## config.mk

```make
export PLATFORM = sky130hd
export DESIGN_NAME = kbd_cmd_arbiter
export DESIGN_NICKNAME = d
export VERILOG_FILES = /design/src/rtl/kbd_cmd_arbiter.sv
export SDC_FILE = /design/constraint.sdc
export NUM_CORES = 1
export LEC_CHECK = 0
export ABC_AREA = 1
export CORE_ASPECT_RATIO = 1.4
export CORE_MARGIN = 5
export CORE_UTILIZATION = 25
export DETAILED_ROUTE_END_ITERATION = 6
export GPL_TIMING_DRIVEN = 1
export PLACE_DENSITY = 0.53
export RECOVER_POWER = 25
export SLEW_MARGIN = 5
export SYNTH_ARGS = -nofsm -noshare
export SYNTH_HDL_FRONTEND = slang
export SYNTH_SLANG_ARGS = --single-unit
```

## constraint.sdc

```tcl
create_clock -name clk -period 3.3 [get_ports clk]
set_input_delay 0.66 -clock clk [delete_from_list [all_inputs] [get_ports clk]]
set_output_delay 0.66 -clock clk [all_outputs]
set_load 0.005 [all_outputs]
```

## src/rtl/kbd_cmd_arbiter.sv

```systemverilog
// kbd_cmd_arbiter
//   Shares one PS/2 keyboard command interface between NUM_REQ requesters.
//   The arbiter grants round-robin and keeps one command in flight at a time.
//   Each command has a timeout, so a silent keyboard cannot hang the bus.
//
// Ports
//   clk, rst           clock; synchronous active-high reset
//   req_valid/cmd/data per-requester request (byte i at [8i+7:8i])
//   req_accept         one-hot pulse: request captured
//   resp_valid         one-hot pulse: response for the owner
//   resp_data/status   result byte; 00 ok, 01 timeout, 10 rejected
//   cmd/cmd_data       command bytes to the keyboard controller
//   cmd_exec           one-cycle issue strobe to the controller
//   ctrl_ready         controller can accept a command
//   cmd_result         result byte from the controller
//   cmd_complete       result strobe from the controller
//   busy               high whenever the arbiter is not idle
//
// Build option
//   KBD_CMD_FILTER_EN  When defined, codes outside
//                      {ED,EE,F0,F3,F4,F5,FE,FF} are rejected without
//                      being issued (status 10).
module kbd_cmd_arbiter #(
  parameter int unsigned NUM_REQ        = 3,
  parameter int unsigned TIMEOUT_CYCLES = 50000000
) (
  input  logic                 clk,
  input  logic                 rst,
  input  logic [NUM_REQ-1:0]   req_valid,
  input  logic [8*NUM_REQ-1:0] req_cmd,
  input  logic [8*NUM_REQ-1:0] req_data,
  output logic [NUM_REQ-1:0]   req_accept,
  output logic [NUM_REQ-1:0]   resp_valid,
  output logic [7:0]           resp_data,
  output logic [1:0]           resp_status,
  output logic [7:0]           cmd,
  output logic [7:0]           cmd_data,
  output logic                 cmd_exec,
  input  logic                 ctrl_ready,
  input  logic [7:0]           cmd_result,
  input  logic                 cmd_complete,
  output logic                 busy
);

  localparam int unsigned CW = $clog2(TIMEOUT_CYCLES + 1);
  localparam int unsigned IW = $clog2(NUM_REQ);

  typedef enum logic [1:0] {IDLE, ISSUE, WAIT, RESP} state_t;

  state_t               state_q, state_d;
  logic [IW-1:0]        winner_q, winner_d;
  logic [IW-1:0]        last_q, last_d;
  logic [CW-1:0]        cnt_q, cnt_d;

  logic [NUM_REQ-1:0]   accept_d, resp_valid_d;
  logic [7:0]           resp_data_d, cmd_d, cmd_data_d;
  logic [1:0]           status_d;
  logic                 exec_d, busy_d;

  logic                 found;
  logic [IW-1:0]        pick;
  logic [7:0]           pick_cmd, pick_data;
  logic [NUM_REQ-1:0]   pick_oh, winner_oh;

`ifdef KBD_CMD_FILTER_EN
  function automatic logic cmd_legal(input logic [7:0] c);
    case (c)
      8'hED, 8'hEE, 8'hF0, 8'hF3, 8'hF4, 8'hF5, 8'hFE, 8'hFF: cmd_legal = 1'b1;
      default:                                               cmd_legal = 1'b0;
    endcase
  endfunction
`endif

  // Round-robin scan: start just after the last winner and wrap.
  // The first pending requester found wins.
  always_comb begin
    int unsigned idx;
    logic [IW-1:0] cand;
    idx   = 0;
    cand  = '0;
    found = 1'b0;
    pick  = '0;
    for (int unsigned i = 1; i <= NUM_REQ; i++) begin
      idx = 32'(last_q) + i;
      if (idx >= NUM_REQ) idx = idx - NUM_REQ;
      cand = IW'(idx);
      if (!found && req_valid[cand]) begin
        found = 1'b1;
        pick  = cand;
      end
    end
  end

  assign pick_cmd  = req_cmd[{pick, 3'b000} +: 8];
  assign pick_data = req_data[{pick, 3'b000} +: 8];
  assign pick_oh   = {{(NUM_REQ-1){1'b0}}, 1'b1} << pick;
  assign winner_oh = {{(NUM_REQ-1){1'b0}}, 1'b1} << winner_q;

  always_comb begin
    state_d      = state_q;
    winner_d     = winner_q;
    last_d       = last_q;
    cnt_d        = cnt_q;
    accept_d     = '0;
    resp_valid_d = '0;
    resp_data_d  = resp_data;
    status_d     = resp_status;
    cmd_d        = cmd;
    cmd_data_d   = cmd_data;
    exec_d       = 1'b0;
    case (state_q)
      IDLE: begin
        if (ctrl_ready && found) begin
          winner_d = pick;
          accept_d = pick_oh;
`ifdef KBD_CMD_FILTER_EN
          if (!cmd_legal(pick_cmd)) begin
            state_d      = RESP;
            resp_valid_d = pick_oh;
            resp_data_d  = '0;
            status_d     = 2'b10;
          end else begin
            cmd_d      = pick_cmd;
            cmd_data_d = pick_data;
            state_d    = ISSUE;
          end
`else
          cmd_d      = pick_cmd;
          cmd_data_d = pick_data;
          state_d    = ISSUE;
`endif
        end
      end
      ISSUE: begin
        exec_d  = 1'b1;
        cnt_d   = CW'(TIMEOUT_CYCLES);
        state_d = WAIT;
      end
      WAIT: begin
        // A completion in the cycle the counter expires still wins.
        if (cmd_complete) begin
          resp_valid_d = winner_oh;
          resp_data_d  = cmd_result;
          status_d     = 2'b00;
          state_d      = RESP;
        end else if (cnt_q <= CW'(1)) begin
          cnt_d        = '0;
          resp_valid_d = winner_oh;
          resp_data_d  = '0;
          status_d     = 2'b01;
          state_d      = RESP;
        end else begin
          cnt_d = cnt_q - 1'b1;
        end
      end
      RESP: begin
        last_d  = winner_q;
        state_d = IDLE;
      end
      default: state_d = IDLE;
    endcase
    busy_d = (state_d != IDLE);
  end

  always_ff @(posedge clk) begin
    if (rst) begin
      state_q     <= IDLE;
      winner_q    <= '0;
      last_q      <= IW'(NUM_REQ - 1);
      cnt_q       <= '0;
      req_accept  <= '0;
      resp_valid  <= '0;
      resp_data   <= '0;
      resp_status <= '0;
      cmd         <= '0;
      cmd_data    <= '0;
      cmd_exec    <= 1'b0;
      busy        <= 1'b0;
    end else begin
      state_q     <= state_d;
      winner_q    <= winner_d;
      last_q      <= last_d;
      cnt_q       <= cnt_d;
      req_accept  <= accept_d;
      resp_valid  <= resp_valid_d;
      resp_data   <= resp_data_d;
      resp_status <= status_d;
      cmd         <= cmd_d;
      cmd_data    <= cmd_data_d;
      cmd_exec    <= exec_d;
      busy        <= busy_d;
    end
  end

endmodule

```

Word-level counts from Yosys, hierarchy flattened:

Index checks and enable logic that the tools add are counted.

* logic and storage cells: 80
* register bits after elaboration: 66
* bits of input ports: 63

* bitwise gates (word level): 3
* $lt $le $gt $ge: 7
* equal/unequal tests: 4
* muxes and demuxes: 29
* reduce and logical (&&, ||, !) cells: 14
* shifts and indexed selects: 4
* $add $sub $neg: 7

Operators with widths (number)
* $mux W26: 2
* $pmux W26 S2: 1
* $shiftx A24 B6 Y8: 2
* $le A26 B1 Y1 const B: 1
* $sub A26 B1 Y26 const B: 1
* $mux W2: 11
* $mux W8: 2
* $ge A3 B2 Y1 const B: 3
* $lt A2 B3 Y1 const B: 3
* $pmux W2 S4: 1
* $mux W1: 7
* $add A2 B2 Y3 const B: 2
* $bmux W1 S2: 3
* $mux W3: 2
* $reduce_and A2 Y1: 3
* $reduce_bool A2 Y1: 3
* $shl A1 B2 Y3 const A: 2
* $sub A2 B2 Y2 const B: 3
* $eq A2 B2 Y1 const B: 2
* $add A2 B1 Y3 const B: 1
* $logic_and A1 B1 Y1: 3
* $not A1 Y1: 3
* $reduce_or A3 Y1: 1
* $eq A2 B1 Y1 const B: 1
* other kinds (4): 5

Logic depth before layout (Yosys ltp):

Gate-level depths: netlist of run 1.

* word-level depth: 16
* depth in mapped cells: 15

Least setup slack after synthesis of run 1:

Ideal clock, no wire load.

* path kind: reg2reg
* start: reg last_q[0]
* end: reg cmd[0]
* library setup time: 0.119 ns
* path buffers: 2
* data required time: 3.181 ns
* setup slack: 1.290 ns
* arrival: 1.890 ns
* cell stages (with the launch flop): 15
* cell sequence: dfxtp_1 > inv_1 > ha_1 > buf_6 > inv_2 > o21ai_0 > nand2_1 > nand2_1 > nor2_1 > nand2_1 > nand2_4 > inv_2 > buf_8 > nand3_1 > a21oi_1

* longest elaborated chain between the ends: 14

RTL lines
* start, declared: line 52 `logic [IW-1:0] last_q, last_d;`
* start signal, assigned: line 169 `last_q <= IW'(NUM_REQ - 1);`
* start signal, assigned: line 182 `last_q <= last_d;`
* parallel branches: the longest is 14 deep, another holds $add A2 B1 Y3
* end signal, assigned: line 188 `cmd <= cmd_d;`
* end, declared: line 36 `output logic [7:0] cmd,`

Several ways; the timed one is not identified. The select of a mux whose other input is x is not followed.
A chain may end at the register's enable or synchronous reset.

Final worst setup path of run 1:

* start: in rst
* end: reg resp_valid[1]

* longest elaborated chain between the ends: 1

RTL lines
* start, declared: line 28 `input logic rst,`
* $reduce_or A2 Y1 (no source line)
* end signal, assigned: line 185 `resp_valid <= resp_valid_d;`
* end, declared: line 33 `output logic [NUM_REQ-1:0] resp_valid,`

Every way passes these cells.

==> results of run 1 <==
-- per-layer routing --
metal | GRT usage (%) | share of wire (%)
met3 | 3.70 | 6.3
met2 | 24.2 | 53
met4 | 3.28 | 0.97
met1 | 13.8 | 40
met5 | 0 | 0
-- layout by cell type (no fill, tap or decap) --
master and count:
sky130_fd_sc_hd__nand4_1 7, sky130_fd_sc_hd__clkdlybuf4s50_1 76, sky130_fd_sc_hd__nand2_2 3, sky130_fd_sc_hd__buf_4 3
sky130_fd_sc_hd__dlygate4sd3_1 19, sky130_fd_sc_hd__nand3_1 64, sky130_fd_sc_hd__clkbuf_1 2, sky130_fd_sc_hd__clkinv_2 2
sky130_fd_sc_hd__inv_1 79, sky130_fd_sc_hd__nand2_4 2, sky130_fd_sc_hd__nand2_1 124, sky130_fd_sc_hd__o31ai_1 1
sky130_fd_sc_hd__conb_1 1, sky130_fd_sc_hd__bufinv_16 1, sky130_fd_sc_hd__clkbuf_8 1, sky130_fd_sc_hd__nand3b_1 2
sky130_fd_sc_hd__o21a_1 3, sky130_fd_sc_hd__nor2_2 1, sky130_fd_sc_hd__nand3_2 1, sky130_fd_sc_hd__a31oi_1 1
sky130_fd_sc_hd__ha_1 10, sky130_fd_sc_hd__a211oi_1 1, sky130_fd_sc_hd__nor3_1 4, sky130_fd_sc_hd__clkinv_1 1
sky130_fd_sc_hd__inv_2 4, sky130_fd_sc_hd__nor2_1 72, sky130_fd_sc_hd__o21ai_0 22, sky130_fd_sc_hd__dfxtp_1 65
sky130_fd_sc_hd__o21bai_1 1, sky130_fd_sc_hd__clkinvlp_4 2, sky130_fd_sc_hd__clkbuf_16 9, sky130_fd_sc_hd__a21oi_1 77
sky130_fd_sc_hd__xnor2_1 6, sky130_fd_sc_hd__o22ai_1 1, sky130_fd_sc_hd__xor2_1 12
-- registers in the layout, indices dropped and copies added, names as in the netlist, 3 cells and up --
name        cells
cnt_q          26
cmd             8
cmd_data        8
resp_data       8
req_accept      3
resp_valid      3
-- through the flow --
| step | power [mW] | util (%) | setup slack (ns) | instances | area [um2] |
|---|---|---|---|---|---|
| after floorplan | 2.15 | - | 1.29 | 587 | 3780 |
| after global placement | 2.63 | 32.6 | 0.761 | 856 | 4870 |
| after detailed placement | 2.65 | 32.6 | 0.729 | 856 | 4870 |
| after CTS | 3.61 | 34.6 | 0.814 | 872 | 5170 |
| after global routing | 3.87 | 34.6 | 0.455 | 872 | 5160 |
| final | 3.56 | 34.6 | 0.675 | 872 | 5160 |
-- logic make-up (layout without fill, tap and decap cells) --
group	Yosys count	in the layout
other cells	1	1
fa+ha+maj	10	10
buf+inv	106	199
xor+xnor	18	18
flops	65	65
simple gates	280	280
compound gates	107	107
-- critical path: cells and delay by family --
kind / cells / cell delay, ns
simple gates: 2 / 0.33
buf+inv: 3 / 1.85
-- worst min-delay path by stage --
stage	startpoint	to	slack [ns]	cells past startpoint
after global placement	resp_data[7]	resp_data[7]	0.45	2
final	resp_data[6]	resp_data[6]	0.46	2
after floorplan	resp_status[0]	resp_status[0]	0.45	2
after CTS	resp_status[0]	resp_status[0]	0.47	2
after global routing	resp_data[4]	resp_data[4]	0.48	2
after detailed placement	resp_status[0]	resp_status[0]	0.45	2
-- cell type report --
type                            instances  area share [%]
Timing Repair Buffer                   99            18.9
Clock inverter                          5            1.07
Multi-Input combinational cell        416            39.4
Sequential cell                        65            25.2
Tap cell                              192            4.65
Inverter                               84            6.11
Clock buffer                           11            4.70
-- power groups by stage --
stage	clock (mW)	combinational, mW	sequential (mW)
2_1_floorplan	0	1.13	1.02
3_3_place_gp	0	1.58	1.05
3_5_place_dp	0	1.60	1.05
4_1_cts	0.968	1.61	1.04
5_1_grt	1.01	1.81	1.05
6_report	0.947	1.58	1.03
==> implementation parameters, run 1 <==
Parameter                              Value

Power
  Internal power contribution ... approximately 2.1 mW
  Combinational share of power ... between 40% and 50%
  Max rail drop VDD ... 213 uV
  Switching share of total power ... 40.0%
  Power density cells ... 690 mW/mm2
  Total net switching power ... 1.42 mW
  Reported leakage power ... ~2.4 nW
  Flop pwr share ... between 20% and 30%
  Clock group share of total power ... 26.6%

Clock network
  CTS tree ... built
  Cts repair resizes ... 0
  # clock sinks ... 65
  CTS buffer count ... 9
  H-tree levels ... 3
  Clock latency at the later pin of the worst-skew pair ... approximately 0.32 ns
  Clk slew on worst S/H paths ... around 0.06 ns
  CTS hold repair buffers ... 0
  Maximum clock path buffer count ... 2
  Buffer type at the clock tree root ... sky130_fd_sc_hd__clkbuf_16
  Post-CTS repair timing setup buffer count ... 0

Setup path
  Last element of the critical path ... resp_valid[1]
  Setup slack on the worst flop-to-flop path ... just over 0.8 ns
  Worst Setup End Kind ... flip-flop
  Data required, critical path ... about 3.5 ns
  Start-to-end type of the worst setup path ... primary input to flip-flop
  Worst-case reg-to-reg path depth ... 13
  Worst-path fanout max ... 38
  Critical path launch point type ... primary input
  Start point of the critical path ... rst
  Crit Reg-Reg Startpoint ... last_q[0]
  Worst Path Arrival ... about 2.8 ns
  Delay of the slowest critical-path stage ... between 1 and 1.5 ns
  Slowest cell on the critical path ... sky130_fd_sc_hd__clkbuf_1
  Destination of the worst register-to-register timing path ... cmd[3]
  Chain of cells forming the critical path ... dlygate4sd3_1, clkbuf_1, nor2_1, nand4_1, inv_1

Worst hold path
  Hold WC Path Type ... flip-flop to flip-flop

Route
  Initial DRC count ... between 100 and 150
  Length of the first detailed-routing pass in iterations ... 4
  Number of nets with antenna violations after detailed routing ... 0
  Post-detailed-route wirelength per cell ... roughly 13 um
  Total wire length ... roughly 11000 um
  Total number of vias ... 3915
  Drt via density ... ~4.5
  Drc violations ... 0

Logic synthesis
  Most used standard cells in the synthesized netlist ... 124 x sky130_fd_sc_hd__nand2_1, 79 x sky130_fd_sc_hd__inv_1, 77 x sky130_fd_sc_hd__a21oi_1
  Mux contribution to synthesized area ... 0%
  Post-Syn Nets ... 660
  Number of distinct library cells after synthesis ... 31
  Synth Area in Adders ... under 10%
  Post-Synth Simple-Gate Area ... a little under a third
  Library cell with the highest instance count after synthesis ... sky130_fd_sc_hd__nand2_1
  Synth Register Bits ... 65
  Synth warnings ... 0
  Async SR Flop Fraction ... 0%
  Most area-hungry cell type in the Yosys netlist ... sky130_fd_sc_hd__dfxtp_1
  Mean area per synthesized cell ... between 6 and 7 um2
  Gate count after technology mapping ... ~590
  Leading post-synthesis cells by cell area ... sky130_fd_sc_hd__dfxtp_1 34%, sky130_fd_sc_hd__nand2_1 12%, sky130_fd_sc_hd__a21oi_1 10%, sky130_fd_sc_hd__nand3_1 8.5%, sky130_fd_sc_hd__inv_1 7.8%
  Compound-cell area share of the yosys netlist ... between 10% and 20%
  Xor-xnor portion of the synthesized cell area ... under 10%
  Dominant synthesized flop cell ... sky130_fd_sc_hd__dfxtp_1
  Top-area cell type share of the netlist area ... 34.4%
  Syn Std Cell Area ... approximately 0.0038 mm2
  Main combinational cell family by area after synthesis ... simple AND/OR/NAND/NOR gates
  Proportion of synthesized chip area in sequential cells ... 34.4%
  Number of enable-type register cells in the synthesized netlist ... 0

Die
  Die X-Extent ... 114 um
  I/O pin cnt ... 97
  Floorplan Core Area ... roughly 0.015 mm2
  Die Outline Area ... around 0.018 mm2
  Site Rows ... 53
  Die extent in y ... 155 um
  Initial core utilization ... ~25%

Timing
  Final period util ... around four fifths
  Post-route worst hold slack ... between 0.4 and 0.5 ns
  Transition time at the pin with the least slew margin ... between 1.5 and 2 ns
  Unrepaired setup endpoints after global routing ... false
  Number of hold violations in the final report ... 0
  Fmax ... approximately 380 MHz
  Setup tns final ... 0 ns
  Final setup vio count ... 0
  Relative max-transition margin ... -15.5%
  Final Slew Violations ... 39
  Final min period ... around 2.6 ns
  Clock Skew ... approximately 0.0046 ns

Global route
  First-pass GRT wire length ... 18700 um
  Number of global-route vias before repair ... roughly 4100
  Residual overflow from global routing ... 0
  Pin count of the biggest net entering global routing ... 39
  Overall fraction of global-route tracks in use ... ~13%
  Number of antenna violations at the first check in global routing ... 0

Layout
  Multi-input gate area in the final layout ... 0.00203 mm2
  # nets final ... roughly 750
  Area grow syn2layout ... 36.7%
  Fill cell instance count of the final layout ... 1632
  Fraction of layout instances using a drive strength above 1 ... between 4 and 5%
  Area taken by flip-flops and latches ... roughly 0.0013 mm2
  Antenna Cells ... 0

Outcome
  Result of the run ... finished with violations
  Violations in the final reports ... capacitance limit, slew limit

Place
  Count of input and output buffers ... 95
  Hpwl dp ... 8730 um
  Weighted congestion reported at the end of routability-driven placement ... roughly 0.86

Job
  Max-cap violation count ... 1
No activity file was read; power rests on OpenSTA's default activity.
==> run 2: changes to the inputs <==
Clock period 3.3 ns to 2.5 ns, I/O delays scaled along.
==> run 2 against run 1 <==
The run now ends clean; count of clock-buffer cells in the layout grew 2; core utilization grew 0.71 points; critical endpoint is now cmd[5]; clock power grew 48%; power grew 37%; die area is the same; sequential power grew 32%; global-route usage grew 0.055 points; non-clock buffer count grew 8; via count grew 0.74%; sequential share of layout area shrank 0.51 points; final area grew 2.1%; highest routed layer unchanged.
==> implementation parameters, run 2 (same netlist as run 1, synthesis figures left out) <==
Parameter                              Value

Job
  Max-cap violation count ... 0 (was 1)

Die
  Die X-Extent ... 114 um (unchanged)
  Die extent in y ... 155 um (unchanged)
  Initial core utilization ... 25.3% (unchanged)
  I/O pin cnt ... 97 (unchanged)
  Site Rows ... 53 (unchanged)
  Die Outline Area ... 0.0177 mm2 (unchanged)
  Floorplan Core Area ... 0.0149 mm2 (unchanged)

Clock network
  Post-CTS repair timing setup buffer count ... 0 (unchanged)
  Cts repair resizes ... 0 (unchanged)
  Clk slew on worst S/H paths ... 0.05 ns (was 0.06 ns)
  CTS buffer count ... 9 (unchanged)
  # clock sinks ... 65 (unchanged)
  H-tree levels ... 3 (unchanged)
  Maximum clock path buffer count ... 2 (unchanged)
  Buffer type at the clock tree root ... sky130_fd_sc_hd__clkbuf_16 (unchanged)
  CTS tree ... built (unchanged)
  CTS hold repair buffers ... 0 (unchanged)
  Clock latency at the later pin of the worst-skew pair ... 0.33 ns (was 0.32 ns)

Setup path
  Data required, critical path ... 2.76 ns (was 3.52 ns)
  Last element of the critical path ... cmd[5] (was resp_valid[1])
  Setup slack on the worst flop-to-flop path ... 0.31 ns (was 0.83 ns)
  Critical path launch point type ... flip-flop (was primary input)
  Library cell appearing most often on the critical path ... sky130_fd_sc_hd__nand2_1
  Worst-case reg-to-reg path depth ... 13 (unchanged)
  Slowest cell on the critical path ... sky130_fd_sc_hd__ha_1 (was sky130_fd_sc_hd__clkbuf_1)
  Worst Setup End Kind ... flip-flop (unchanged)
  Start point of the critical path ... last_q[0] (was rst)
  Chain of cells forming the critical path ... inv_1, ha_1, inv_2, nand2_1, nand3_1, nand2_1, nand2_1, nor2_1, nand2_1, nand2_4, buf_4, a21oi_1, a21oi_1 (was dlygate4sd3_1, clkbuf_1, nor2_1, nand4_1, inv_1)
  Delay of the slowest critical-path stage ... 0.44 ns (was 1.26 ns)
  Start-to-end type of the worst setup path ... flip-flop to flip-flop (was primary input to flip-flop)
  Destination of the worst register-to-register timing path ... cmd[5] (was cmd[3])
  Worst Path Arrival ... 2.44 ns (was 2.84 ns)
  Crit Reg-Reg Startpoint ... last_q[0] (unchanged)
  Worst-path fanout max ... 16 (was 38)

Timing
  Final Slew Violations ... 0 (was 39)
  Fmax ... roughly 460 MHz
  Number of hold violations in the final report ... 0 (unchanged)
  Final setup vio count ... 0 (unchanged)
  Post-route worst hold slack ... 0.461 ns (was 0.462 ns)
  Setup tns final ... 0 ns (unchanged)
  Relative max-transition margin ... 46.5% (was -15.5%)
  Transition time at the pin with the least slew margin ... 0.803 ns (was 1.73 ns)
  Final min period ... about 2.2 ns
  Final period util ... 87.4%
  Clock Skew ... 0.00705 ns (was 0.00455 ns)
  Unrepaired setup endpoints after global routing ... false (unchanged)

Route
  Total wire length ... 11200 um (was 11300 um)
  Total number of vias ... 3944 (was 3915)
  Number of nets with antenna violations after detailed routing ... 0 (unchanged)
  Post-detailed-route wirelength per cell ... 12.8 um (was 12.9 um)
  Length of the first detailed-routing pass in iterations ... 4 (unchanged)
  Drc violations ... 0 (unchanged)
  Initial DRC count ... 123 (was 133)
  Drt via density ... 4.49 (about the same)

Global route
  Number of antenna violations at the first check in global routing ... 0 (unchanged)
  Number of global-route vias before repair ... 4147 (was 4053)
  Overall fraction of global-route tracks in use ... 12.9% (was 12.8%)
  Residual overflow from global routing ... 0 (unchanged)
  Pin count of the biggest net entering global routing ... 39 (unchanged)
  First-pass GRT wire length ... 18900 um (was 18700 um)

Worst hold path
  Hold WC Path Type ... flip-flop to flip-flop (unchanged)

Layout
  Antenna Cells ... 0 (unchanged)
  Fill cell instance count of the final layout ... 1599 (was 1632)
  Fraction of layout instances using a drive strength above 1 ... 5.39% (was 4.26%)
  Flip-flop count of the largest register, all copies and words added ... 26 (unchanged)
  Area grow syn2layout ... 39.5% (was 36.7%)
  Register ranked first by flip-flop count ... cnt_q (unchanged)
  # nets final ... 756 (was 748)
  Most common cell after layout, fill and taps aside ... sky130_fd_sc_hd__nand2_1 (unchanged)
  Most frequent cells in the layout ... 124 x sky130_fd_sc_hd__nand2_1, 79 x sky130_fd_sc_hd__inv_1, 77 x sky130_fd_sc_hd__a21oi_1 (unchanged)

Place
  Weighted congestion reported at the end of routability-driven placement ... 0.862 (was 0.857)
  Hpwl dp ... 8590 um (was 8730 um)
  Count of input and output buffers ... 95 (unchanged)

Power
  Power density cells ... 928 mW/mm2 (was 690 mW/mm2)
  Reported leakage power ... 2.49 nW (was 2.42 nW)
  Max rail drop VDD ... 383 uV (was 213 uV)

Outcome
  Result of the run ... completed (was finished with violations)
## run 2: cell types whose count changed in the layout (fill, tap and decap cells not counted), sizes merged
cell / before / now
buf: 3 / 11
dlygate4sd3: 19 / 20
clkinvlp: 2 / 0
clkbuf: 12 / 14
clkdlybuf4s50: 76 / 75
bufinv: 1 / 2
clkinv: 3 / 1
## run 2: cell type report
type / count / area, um2 / share of cell area, %
inverter: 84 / 315 / 5.98
multi-input combinational: 416 / 2030 / 38.6
sequential: 65 / 1300 / 24.7
timing repair buffer: 107 / 1050 / 19.9
clock buffer: 13 / 270 / 5.13
tap: 192 / 240 / 4.56
clock inverter: 2 / 60.1 / 1.14
## run 2: where the power goes
part	internal [mW]	leakage (nW)	total, mW	switching [mW]
clock network	0.949	0.162	1.40	0.453
logic	0.857	1.80	2.13	1.27
registers	1.21	0.531	1.36	0.150
total	3.02	2.49	4.89	1.87
## run 2: worst min path at each step
stage,from,to,slack [ns],cells after the start
after global placement,resp_data[0],resp_data[0],0.45,2
after global routing,resp_data[7],resp_data[7],0.48,2
after CTS,resp_data[2],resp_data[2],0.47,2
after floorplan,resp_status[0],resp_status[0],0.45,2
after detailed placement,resp_status[0],resp_status[0],0.45,2
final,resp_data[2],resp_data[2],0.46,2
## run 2: metal layers
metal | wire, um | up-vias | share of wire [%] | GRT usage [%]
met5 | 0 | - | 0 | 0
met1 | 4650 | 1758 | 41 | 14.0
met3 | 593 | 15 | 5.3 | 3.62
li1 | - | 2058 | - | -
met4 | 217 | 0 | 1.9 | 4.70
met2 | 5760 | 113 | 51 | 23.5
## run 2: critical path, delay by kind of cell (launching register included)
| kind | cells | cell delay (ns) |
|---|---|---|
| buffers and inverters | 3 | 0.41 |
| AO/OA/AOI/OAI | 2 | 0.25 |
| flip-flops | 1 | 0.33 |
| AND/OR/NAND/NOR | 7 | 0.66 |
| adder cells (fa/ha/maj) | 1 | 0.44 |
## run 2: stage by stage
| stage | total power, mW | cell area, um2 | worst slack, ns | util (%) | cells |
|---|---|---|---|---|---|
| 6_report | 4.89 | 5270 | 0.314 | 35.3 | 879 |
| 4_1_cts | 4.96 | 5270 | 0.335 | 35.3 | 879 |
| 3_5_place_dp | 3.53 | 4940 | 0.226 | 33.1 | 864 |
| 3_3_place_gp | 3.51 | 4940 | 0.290 | 33.1 | 864 |
| 5_1_grt | 5.31 | 5270 | 0.0738 | 35.3 | 879 |
| 2_1_floorplan | 2.84 | 3780 | 0.490 | - | 587 |
==> run 3: changes to the inputs <==
Settings changed: GPL_TIMING_DRIVEN 1 to 0.
==> run 3 against run 2 <==
Register-to-register slack got worse by 0.05 ns; combinational power barely moved; core utilization barely moved; clock power fell by 11%; critical path depth did not move; via count rose by 1.7%; final cell count rose by 1.3%; critical path type unchanged; critical endpoint is now cmd_data[1]; highest routed layer unchanged.
==> implementation parameters, run 3 (same netlist as run 1, synthesis figures left out) <==
Parameter                              Value

Setup path
  Worst-case reg-to-reg path depth ... 13 (unchanged)
  Worst path bufs/invs ... 5 (was 3)
  Worst-path fanout max ... 10 (was 16)
  Worst Setup End Kind ... flip-flop (unchanged)
  Number of gates on the worst path with buffers counted ... 13 (unchanged)
  Category of cells accounting for the largest share of critical-path delay ... buffers and inverters (was simple AND/OR/NAND/NOR gates)
  Worst Path Arrival ... 2.50 ns (was 2.44 ns)
  Critical path launch point type ... flip-flop (unchanged)
  Data required, critical path ... 2.76 ns (about the same)
  Delay of the slowest critical-path stage ... 0.37 ns (was 0.44 ns)
  Chain of cells forming the critical path ... inv_1, ha_1, buf_6, inv_2, nand2_1, nand3_1, nand2_1, nand3_1, nand3_4, inv_1, buf_2, o21ai_0, a21oi_1 (was inv_1, ha_1, inv_2, nand2_1, nand3_1, nand2_1, nand2_1, nor2_1, nand2_1, nand2_4, buf_4, a21oi_1, a21oi_1)
  Start-to-end type of the worst setup path ... flip-flop to flip-flop (unchanged)
  Slowest cell on the critical path ... sky130_fd_sc_hd__dfxtp_2 (was sky130_fd_sc_hd__ha_1)

Layout
  # nets final ... 766 (was 756)
  Register ranked first by flip-flop count ... cnt_q (unchanged)
  Most common cell after layout, fill and taps aside ... sky130_fd_sc_hd__nand2_1 (unchanged)
  Fraction of layout instances using a drive strength above 1 ... 5.16% (was 5.39%)
  Antenna Cells ... 0 (unchanged)
  Most frequent cells in the layout ... 124 x sky130_fd_sc_hd__nand2_1, 79 x sky130_fd_sc_hd__inv_1, 77 x sky130_fd_sc_hd__a21oi_1 (unchanged)
  Flip-flop count of the largest register, all copies and words added ... 26 (unchanged)
  Fin util ... 35.3% (about the same)
  Area grow syn2layout ... 39.4% (was 39.5%)
  Fill cell instance count of the final layout ... 1618 (was 1599)

Worst hold path
  Cell depth of the worst hold path ... 2 (unchanged)
  Hold WC Path Type ... flip-flop to flip-flop (unchanged)

Global route
  Number of antenna violations at the first check in global routing ... 0 (unchanged)
  Overall fraction of global-route tracks in use ... 13.1% (was 12.9%)
  First-pass GRT wire length ... 19100 um (was 18900 um)
  Number of global-route vias before repair ... 4025 (was 4147)
  Pin count of the biggest net entering global routing ... 11 (was 39)
  Residual overflow from global routing ... 0 (unchanged)

Timing
  Final min period ... 2.24 ns (was 2.19 ns)
  Setup slack of the critical path after layout ... 0.260 ns (was 0.314 ns)
  Final setup vio count ... 0 (unchanged)
  Number of hold violations in the final report ... 0 (unchanged)
  Final Slew Violations ... 0 (unchanged)
  Post-route worst hold slack ... 0.457 ns (was 0.461 ns)
  Clock Skew ... 0.00418 ns (was 0.00705 ns)
  Relative max-transition margin ... 61.5% (was 46.5%)
  Fmax ... 446 MHz (was 458 MHz)
  Transition time at the pin with the least slew margin ... 0.577 ns (was 0.803 ns)
  Final period util ... 89.6% (was 87.4%)

Die
  Die extent in y ... 155 um (unchanged)
  Floorplan Core Area ... 0.0149 mm2 (unchanged)
  I/O pin cnt ... 97 (unchanged)
  Die X-Extent ... 114 um (unchanged)
  Initial core utilization ... 25.3% (unchanged)
  Die Outline Area ... 0.0177 mm2 (unchanged)
  Site Rows ... 53 (unchanged)

Clock network
  CTS tree ... built (unchanged)
  H-tree levels ... 3 (unchanged)
  CTS buffer count ... 9 (unchanged)
  # clock sinks ... 65 (unchanged)
  Clock latency at the later pin of the worst-skew pair ... 0.33 ns (about the same)
  Clk slew on worst S/H paths ... 0.05 ns (about the same)
  Maximum clock path buffer count ... 2 (unchanged)
  Buffer type at the clock tree root ... sky130_fd_sc_hd__clkbuf_16 (unchanged)

Route
  Initial DRC count ... 151 (was 123)
  Length of the first detailed-routing pass in iterations ... 4 (unchanged)
  Number of nets with antenna violations after detailed routing ... 0 (unchanged)
  Total wire length ... 11600 um (was 11200 um)
  Drc violations ... 0 (unchanged)
  Post-detailed-route wirelength per cell ... 13.0 um (was 12.8 um)
  Total number of vias ... 4012 (was 3944)
  Drt via density ... 4.51 (was 4.49)

Power
  Reported leakage power ... 2.48 nW (was 2.49 nW)
  Power density cells ... 903 mW/mm2 (was 928 mW/mm2)
  Max rail drop VDD ... 387 uV (was 383 uV)
  Total power draw ... 4.76 mW (was 4.89 mW)

Outcome
  Result of the run ... completed (unchanged)

Place
  Worst Setup Slack post-DPL ... 0.0990 ns (was 0.226 ns)
  Hpwl dp ... 9120 um (was 8590 um)
  Weighted congestion reported at the end of routability-driven placement ... 0.866 (was 0.862)
  Count of input and output buffers ... 95 (unchanged)

Job
  Max-cap violation count ... 0 (unchanged)
## run 3: cell types whose count changed in the layout (fill, tap and decap cells not counted), moves of 2 or more
cell                       delta
sky130_fd_sc_hd__clkbuf_1    +13
sky130_fd_sc_hd__buf_6        +3
sky130_fd_sc_hd__clkinv_2     +2
sky130_fd_sc_hd__clkbuf_8     -2
sky130_fd_sc_hd__buf_4        -8
sky130_fd_sc_hd__buf_2        +5
## run 3: area by class of cell
| cell class | instances | area, um2 | area share (%) |
|---|---|---|---|
| Inverter | 84 | 315 | 5.98 |
| Buffer | 22 | 130 | 2.47 |
| Timing Repair Buffer | 95 | 951 | 18.0 |
| Tap cell | 192 | 240 | 4.56 |
| Multi-Input combinational cell | 416 | 2040 | 38.7 |
| Clock inverter | 3 | 40.0 | 0.760 |
| Sequential cell | 65 | 1300 | 24.7 |
| Clock buffer | 13 | 250 | 4.75 |
## run 3: worst paths after layout
| kind | from | endpoint | slack, ns |
|---|---|---|---|
| min reg2reg | resp_data[3] | resp_data[3] | 0.46 |
| max reg2reg | last_q[0] | cmd_data[1] | 0.26 |
| max | last_q[0] | cmd_data[1] | 0.26 |
| min | resp_data[3] | resp_data[3] | 0.46 |
## run 3: stage by stage
stage	std cells	setup TNS, ns	cell area, um2
final	890	0	5270
after global routing	890	-0.00852	5270
after CTS	890	0	5260
after global placement	874	0	4970
after detailed placement	874	0	4970
after floorplan	587	0	3780
## run 3: layer usage
| layer | global-route usage, % | wire [um] |
|---|---|---|
| met1 | 13.9 | 4390 |
| met3 | 3.85 | 750 |
| met5 | 0 | 0 |
| met4 | 5.21 | 191 |
| met2 | 24.2 | 6250 |
## run 3: worst reg2reg max path, stage by stage, from the launching register on
cell	delay, ns
sky130_fd_sc_hd__dfxtp_2	0.37
sky130_fd_sc_hd__inv_1	0.10
sky130_fd_sc_hd__ha_1	0.31
sky130_fd_sc_hd__buf_6	0.14
sky130_fd_sc_hd__inv_2	0.08
sky130_fd_sc_hd__nand2_1	0.06
sky130_fd_sc_hd__nand3_1	0.09
sky130_fd_sc_hd__nand2_1	0.10
sky130_fd_sc_hd__nand3_1	0.18
sky130_fd_sc_hd__nand3_4	0.15
sky130_fd_sc_hd__inv_1	0.11
sky130_fd_sc_hd__buf_2	0.23
sky130_fd_sc_hd__o21ai_0	0.12
sky130_fd_sc_hd__a21oi_1	0.14
## run 3: repair_timing
action / CTS / global route
hold buffers: 0 / 0
resized for setup: 0 / 2
buffers inserted: 0 / 0
endpoints found under the setup margin: 0 / 20
## run 3: where the power goes
group / switching (mW) / total [mW] / internal (mW)
Combinational: 1.30 / 2.15 / 0.851
Sequential: 0.150 / 1.36 / 1.21
Clock: 0.447 / 1.24 / 0.796
Total: 1.90 / 4.76 / 2.86
